`config.mk`:
```
export PLATFORM = sky130hd
export DESIGN_NAME = stash_ctl
export DESIGN_NICKNAME = d
export VERILOG_FILES = /design/src/rtl/stash_ctl.sv
export SDC_FILE = /design/constraint.sdc
export NUM_CORES = 1
export LEC_CHECK = 0
export BUFFER_PORTS_ARGS = -buffer_cell sky130_fd_sc_hd__buf_2
export CAP_MARGIN = 20
export CELL_PAD_IN_SITES_DETAIL_PLACEMENT = 0
export CELL_PAD_IN_SITES_GLOBAL_PLACEMENT = 1
export CORE_UTILIZATION = 45
export DETAILED_ROUTE_END_ITERATION = 10
export GPL_ROUTABILITY_DRIVEN = 0
export MAX_ROUTING_LAYER = met4
export PLACE_DENSITY_LB_ADDON = 0.05
export SYNTH_ARGS = -nofsm -noshare
export SYNTH_HDL_FRONTEND = slang
export SYNTH_SLANG_ARGS = --single-unit
export TNS_END_PERCENT = 20
```
`constraint.sdc`:
```
create_clock -name clk -period 3.9 [get_ports clk]
set_input_delay 0.39 -clock clk [delete_from_list [all_inputs] [get_ports clk]]
set_output_delay 0.39 -clock clk [all_outputs]
set_load 0.05 [all_outputs]
```
`src/rtl/stash_ctl.sv`:
```
// Lap-sample Stash sequencer: turns lap/browse/clear pulses into Stash write,
// advance and clear strobes, tracks stored count and browse index, selects display source.
module stash_ctl #(
   parameter int DEPTH   = 5,
   parameter int TIMEOUT = 500_000_000
) (
   input  logic       clk,
   input  logic       reset,
   input  logic       lap_btn,
   input  logic       browse_btn,
   input  logic       clear_btn,
   input  logic [7:0] live_sample,
   output logic [7:0] sample_in,
   output logic       sample_in_valid,
   output logic       next_sample,
   output logic       stash_clear,
   output logic       show_stash,
   output logic [3:0] count,
   output logic [3:0] index,
   output logic       busy
);
   localparam int              TW     = $clog2(TIMEOUT + 1);
   localparam logic [3:0]      DEPTH4 = 4'(DEPTH);
   localparam logic [TW-1:0]   TLAST  = TW'(TIMEOUT - 1);

   typedef enum logic [1:0] {LIVE, BROWSE, SKIP} state_t;

   state_t        state;
   logic [3:0]    skip_left;
   logic [TW-1:0] idle_cnt;

   function automatic logic [3:0] sat_inc(input logic [3:0] c);
      return (c == DEPTH4) ? DEPTH4 : c + 4'd1;
   endfunction

   always_ff @(posedge clk or posedge reset) begin
      if (reset) begin
         state           <= LIVE;
         sample_in       <= 8'd0;
         sample_in_valid <= 1'b0;
         next_sample     <= 1'b0;
         stash_clear     <= 1'b0;
         show_stash      <= 1'b0;
         busy            <= 1'b0;
         count           <= 4'd0;
         index           <= 4'd0;
         skip_left       <= 4'd0;
         idle_cnt        <= '0;
      end else begin
         sample_in_valid <= 1'b0;
         next_sample     <= 1'b0;
         stash_clear     <= 1'b0;
         case (state)
            LIVE, BROWSE: begin
               // Any accepted button reloads the idle timer; only the idle path advances it.
               idle_cnt <= '0;
               if (clear_btn) begin
                  stash_clear <= 1'b1;
                  count       <= 4'd0;
                  index       <= 4'd0;
                  state       <= LIVE;
                  show_stash  <= 1'b0;
               end else if (lap_btn) begin
                  sample_in       <= live_sample;
                  sample_in_valid <= 1'b1;
                  count           <= sat_inc(count);
                  state           <= LIVE;
                  show_stash      <= 1'b0;
               end else if (browse_btn) begin
                  if (state == LIVE) begin
                     if (count != 4'd0) begin
                        state      <= BROWSE;
                        show_stash <= 1'b1;
                        index      <= 4'd0;
                     end
                  end else if (index < count - 4'd1) begin
                     next_sample <= 1'b1;
                     index       <= index + 4'd1;
                  end else if (count == DEPTH4) begin
                     next_sample <= 1'b1;
                     index       <= 4'd0;
                  end else begin
                     // Partially filled Stash: step its pointer past the empty slots back to entry 0.
                     state       <= SKIP;
                     busy        <= 1'b1;
                     next_sample <= 1'b1;
                     skip_left   <= DEPTH4 - count;
                  end
               end else if (state == BROWSE) begin
                  if (idle_cnt == TLAST) begin
                     state      <= LIVE;
                     show_stash <= 1'b0;
                  end else begin
                     idle_cnt <= idle_cnt + 1'b1;
                  end
               end
            end
            SKIP: begin
               if (skip_left != 4'd0) begin
                  next_sample <= 1'b1;
                  skip_left   <= skip_left - 4'd1;
               end else begin
                  state    <= BROWSE;
                  busy     <= 1'b0;
                  index    <= 4'd0;
                  idle_cnt <= '0;
               end
            end
            default: state <= LIVE;
         endcase
      end
   end
endmodule

```
After elaboration in Yosys (flattened, before gate mapping):

Index checks and enable logic that the tools add are counted.

* register bits after elaboration: 56
* output and inout port bits: 21
* input port bits: 13
* logic and storage cells: 122

* magnitude comparators: 1
* eq/ne operators: 23
* bitwise gates (word level): 1
* reduce and logical (&&, ||, !) cells: 16
* add/subtract/negate cells: 6
* mux-type cells: 64

Operators by type and width (count)
* 29-bit 2-to-1 mux: 6
* 4-bit 2-to-1 mux: 18
* 29-bit case mux with 2 select lines: 1
* 29-bit by 1-bit adder with 29-bit output, second input constant: 1
* 29-bit == test, second input constant: 1
* 1-bit 2-to-1 mux: 24
* 2-bit 2-to-1 mux: 10
* 6-bit inequality test, second input constant: 3
* 2-bit inequality test, second input constant: 8
* 4-bit case mux with 2 select lines: 2
* 8-bit AND reduction: 2
* 4-bit nonzero test: 4
* 5-bit inequality test, second input constant: 3
* 6-bit AND reduction: 2
* 4-bit by 1-bit adder with 4-bit output, second input constant: 2
* 4-bit by 2-bit inequality test with 1-bit output, second input constant: 2
* 4-bit by 1-bit subtractor with 4-bit output, second input constant: 2
* 3-bit inequality test, second input constant: 2
* 5-bit AND reduction: 1
* 4-bit by 3-bit == test with 1-bit output, second input constant: 1
* 4-bit < comparator: 1
* 4-bit inequality test, second input constant: 1
* 1-bit case mux with 2 select lines: 2
* 2-bit case mux with 2 select lines: 1
* other kinds (9): 11

Depth between registers and ports, before layout:

* depth after elaboration: 8
* mapped depth: 11
* mapped depth without buffers: 11

Worst setup path before layout:

No wires, ideal clock.

* path kind: reg-to-reg
* start point: register count[1]
* end point: register index[2]
* arrival: 2.735 ns
* library setup time: 0.147 ns
* cell stages (with the launch flop): 12
* setup slack: 1.018 ns
* data required time: 3.753 ns
* path through: dfrtp_1 inv_1 ha_1 nand2_1 nand2_1 xor2_1 ha_1 or3_1 o221ai_1 o211ai_1 o21ai_1 o41ai_1

* cells in the longest elaborated chain, start to end: 8

RTL lines
* from (decl): line 18 `output logic [3:0] count,`
* from (signal assigned): line 66 `count <= sat_inc(count);`
* 4-bit by 1-bit subtractor with 4-bit output: line 76 `end else if (index < count - 4'd1) begin`
* 4-bit < comparator: line 76
* 4-bit 2-to-1 mux: line 76
* 4-bit 2-to-1 mux: line 70 `if (state == LIVE) begin`
* 4-bit 2-to-1 mux: line 69 `end else if (browse_btn) begin`
* 4-bit 2-to-1 mux: line 63 `end else if (lap_btn) begin`
* 4-bit 2-to-1 mux: line 57 `if (clear_btn) begin`
* 4-bit case mux with 2 select lines: line 53 `case (state)`
* to (signal assigned): line 78 `index <= index + 4'd1;`
* to (decl): line 19 `output logic [3:0] index,`

Several ways; a longest one is shown, not always the timed one. The select of a mux whose other input is x is not followed.
A chain may end at the register's enable or synchronous reset.

Worst setup path after layout:

* start point: register count[1]
* end point: register skip_left[0]

* cells in the longest elaborated chain, start to end: 4

RTL lines
* 4-bit by 1-bit subtractor with 4-bit output: line 76
* 4-bit < comparator: line 76
* 2-bit inequality test (no line)
* 8-bit AND reduction (no line) *
* to (signal assigned): line 87 `skip_left <= DEPTH4 - count;`
* to (signal assigned): line 101 `skip_left <= skip_left - 4'd1;`
* to (decl): line 29 `logic [3:0] skip_left;`

Mark *: on every way between the ends. The rest lies on a longest branch, timed or not.

==> results.sh <==
export IMPL_ctsLongestPathBuffers=2
export IMPL_synth_most_common_cell="dfrtp_1"
export IMPL_status="complete, no violations"
export IMPL_fin_skew_ns=0.0112
export IMPL_synth_area_leaders="dfrtp_1, ha_1, a31oi_1"
export IMPL_cpMaxStageDelayCell="dfrtp_1"
export IMPL_ir_drop_mv=0.228
export IMPL_grt_pass1_vias=2563
export IMPL_crit_type="reg -> reg"
export IMPL_antenna_found_initial=0
export IMPL_cp_required_ns=4.08
export IMPL_grt_pass1_wl_um=12700
export IMPL_die_h_um=86.1
export IMPL_fin_tns_setup_ns=0
export IMPL_dp_cells=459
export IMPL_synth_compound_area_frac=0.195
export IMPL_crit_end="skip_left[0]"
export IMPL_netlist_area_leader_share=0.440
export IMPL_yosysUniqueCellTypes=48
export IMPL_slew_headroom=0.470
export IMPL_cts_root_buf="clkbuf_8"
export IMPL_syn_to_final_growth_pct=11.3
export IMPL_drt_first_pass_iters=4
export IMPL_avgSynthCellArea_um2=9.28
export IMPL_synth_warnings=0
export IMPL_final_nets=397
export IMPL_p_sw_frac=0.371
export IMPL_routed_wl_um=7250
export IMPL_startpoint="count[1]"
export IMPL_cp_arrival_ns=3.04
export IMPL_crit_fanout=7
export IMPL_postSynthCellCount=343
export IMPL_r2r_slack_ns=1.04
export IMPL_rsz0062_at_grt="false"
export IMPL_port_buffers=33
export IMPL_end_kind="register"
export IMPL_final_setup_viol_count=0
export IMPL_coreArea_mm2=0.00679
export IMPL_instances_no_fill=467
export IMPL_crit_cells=11
export IMPL_wl_per_cell_um=15.5
export IMPL_start_util=0.468
export IMPL_hold_viol=0
export IMPL_r2r_cells=11
export IMPL_cts_resized=0
export IMPL_synthAdderAreaFrac=0.0551
export IMPL_mappedNetlistArea_mm2=0.00318
export IMPL_dp_hpwl_um=5040
export IMPL_synth_top_flop_cell="dfrtp_1"
export IMPL_cts_tree="yes"
export IMPL_cap_violations=0
export IMPL_synth_area_leader_cell="dfrtp_1"
export IMPL_switching_power_mw=0.526
export IMPL_critical_path_buf_inv_count=1
export IMPL_pre_cts_ws_ns=1.08
export IMPL_critPathMaxStageDelay_ns=0.47
export IMPL_combinationalPowerShare=0.291
export IMPL_fin_crit_sh=0.734
export IMPL_synth_area_mux_share=0.0381
export IMPL_r2r_start="count[1]"
export IMPL_crit_chain="inv_1, ha_1, nand2_1, nand2_1, xor2_1, ha_1, or3_1, o221ai_1, o21ai_1, o21ai_0, a31oi_1"
export IMPL_postCtsSetupBuffers=0
export IMPL_die_area_mm2=0.00741
export IMPL_synth_edf_count=0
export IMPL_cts_sink_count=56
export IMPL_drive_gt1_frac=0.167
export IMPL_drtIter0Drc=192
export IMPL_synth_xor_area_frac=0.0220
export IMPL_synth_seq_area_share=0.440
export IMPL_die_w_um=86.1
export IMPL_yosys_area_share_simple=0.213
export IMPL_clock_fmax_mhz=349
export IMPL_num_antenna_cells=0
export IMPL_synth_top_family_by_area="simple AND/OR/NAND/NOR gates"
export IMPL_seq_power_share=0.486
export IMPL_finalWorstSetupSlack_ns=1.04
export IMPL_clk_pin_slew_ns=0.11
export IMPL_grt_overflow_total=0
export IMPL_hold_class="in -> async"
export IMPL_worst_pin_slew_ns=0.790
export IMPL_synthesis_nets=370
export IMPL_fp_row_count=30
export IMPL_drc=0
export IMPL_via_count=2710
export IMPL_post_route_min_period_ns=2.86
export IMPL_drv_slew=0
export IMPL_cts_made_buffers=5
export IMPL_ant_nets=0
export IMPL_grt_max_degree=32
export IMPL_critical_path_top_delay_family="compound AO/OA/AOI/OAI gates"
export IMPL_p_per_area_mw_per_mm2=400
export IMPL_clk_latency_ns=0.31
export IMPL_hold_buffers=0
export IMPL_cp_start_kind="register"
export IMPL_p_leak_nw=1.50
export IMPL_num_io_pins=34
export IMPL_internal_power_mw=0.893
export IMPL_h_tree_depth=2
export IMPL_async_flop_share=1.00
export IMPL_grt_total_usage=0.222
export IMPL_rr_endpoint="skip_left[0]"
export IMPL_power_frac_clock=0.223
export IMPL_viasPerCell=5.80
export IMPL_synth_commonest_cells="dfrtp_1, nand2_1, a21oi_1, a31oi_1, nor2_1"
export IMPL_ys_ff_latch=56
[area by class of cell]
cell class | count | area (um^2)
fill | 638 | 3250
sequential | 56 | 1400
clock inverter | 3 | 18.8
clock buffer | 5 | 68.8
tap | 96 | 120
multi-input combinational | 258 | 1670
inverter | 12 | 45.0
timing repair buffer | 37 | 215
[metrics by stage]
stage / cell area, um^2 / hold WS (ns) / util / total power, mW
CTS: 3540 / 0.121 / 0.521 / 1.44
finish: 3540 / 0.0971 / 0.521 / 1.42
floorplan: 3180 / 0.453 / - / 1.01
global route: 3540 / 0.152 / 0.521 / 1.51
detailed placement: 3450 / 0.464 / 0.508 / 1.12
global placement: 3430 / 0.463 / 0.504 / 1.11
[cells in the final DEF, fill, tap and decap left out, types with 2 or more instances in the layout]
| cell type | n |
|---|---|
| dfrtp_1 | 56 |
| a31oi_1 | 24 |
| o41ai_1 | 2 |
| o22ai_1 | 2 |
| or3b_2 | 2 |
| nand2_1 | 32 |
| or3_1 | 2 |
| nor3_1 | 5 |
| mux2_2 | 9 |
| o22a_1 | 2 |
| o31ai_1 | 2 |
| mux2i_1 | 2 |
| nor4_1 | 3 |
| and3_1 | 6 |
| ha_1 | 14 |
| xnor2_1 | 5 |
| nand3_1 | 19 |
| buf_4 | 3 |
| xor2_1 | 3 |
| nor2b_1 | 3 |
| a22o_1 | 5 |
| nand2b_1 | 6 |
| a21oi_1 | 25 |
| o21ai_0 | 14 |
| a41oi_1 | 4 |
| o211ai_1 | 2 |
| buf_2 | 33 |
| nand4_1 | 10 |
| clkinv_2 | 2 |
| inv_1 | 11 |
| o21ai_1 | 9 |
| o21a_1 | 4 |
| nor3b_1 | 2 |
| nand3b_1 | 3 |
| clkbuf_8 | 5 |
| nor2_1 | 21 |
| nand4b_1 | 3 |
[power groups by stage]
stage               combinational, mW  sequential, mW  clock [mW]
floorplan                       0.156           0.859           0
global placement                0.412           0.700           0
detailed placement              0.416           0.701           0
CTS                             0.417           0.690       0.333
global route                    0.450           0.702       0.355
finish                          0.413           0.690       0.316
[worst min-delay path by stage]
stage | start | to
floorplan | idle_cnt[28] | idle_cnt[28]
global placement | reset | sample_in[3]
detailed placement | reset | sample_in[3]
CTS | reset | stash_clear
global route | reset | sample_in[2]
finish | reset | stash_clear
[layer usage]
metal | GRT usage | share of wire
met4 | 0.0424 | 0.0072
met3 | 0.0327 | 0.037
met1 | 0.328 | 0.52
met5 | - | 0
met2 | 0.325 | 0.44
[sequential cells by signal, indices dropped and copies added (netlist names)]
| register | count |
|---|---|
| sample_in_valid | 1 |
| index | 4 |
| count | 4 |
| skip_left | 4 |
| sample_in | 8 |
| stash_clear | 1 |
| busy | 1 |
| state | 2 |
| idle_cnt | 29 |
| show_stash | 1 |
| next_sample | 1 |
[kinds of logic (layout without fill, tap and decap cells)]
logic type | after synthesis | after routing
buffers and inverters | 29 | 57
muxes | 11 | 11
adders and majority gates | 14 | 14
xor gates and xnor gates | 8 | 8
AOI/OAI and AO/OA | 100 | 100
and+or+nand+nor | 125 | 125
DFF | 56 | 56
(Power assumes the default switching activity.)
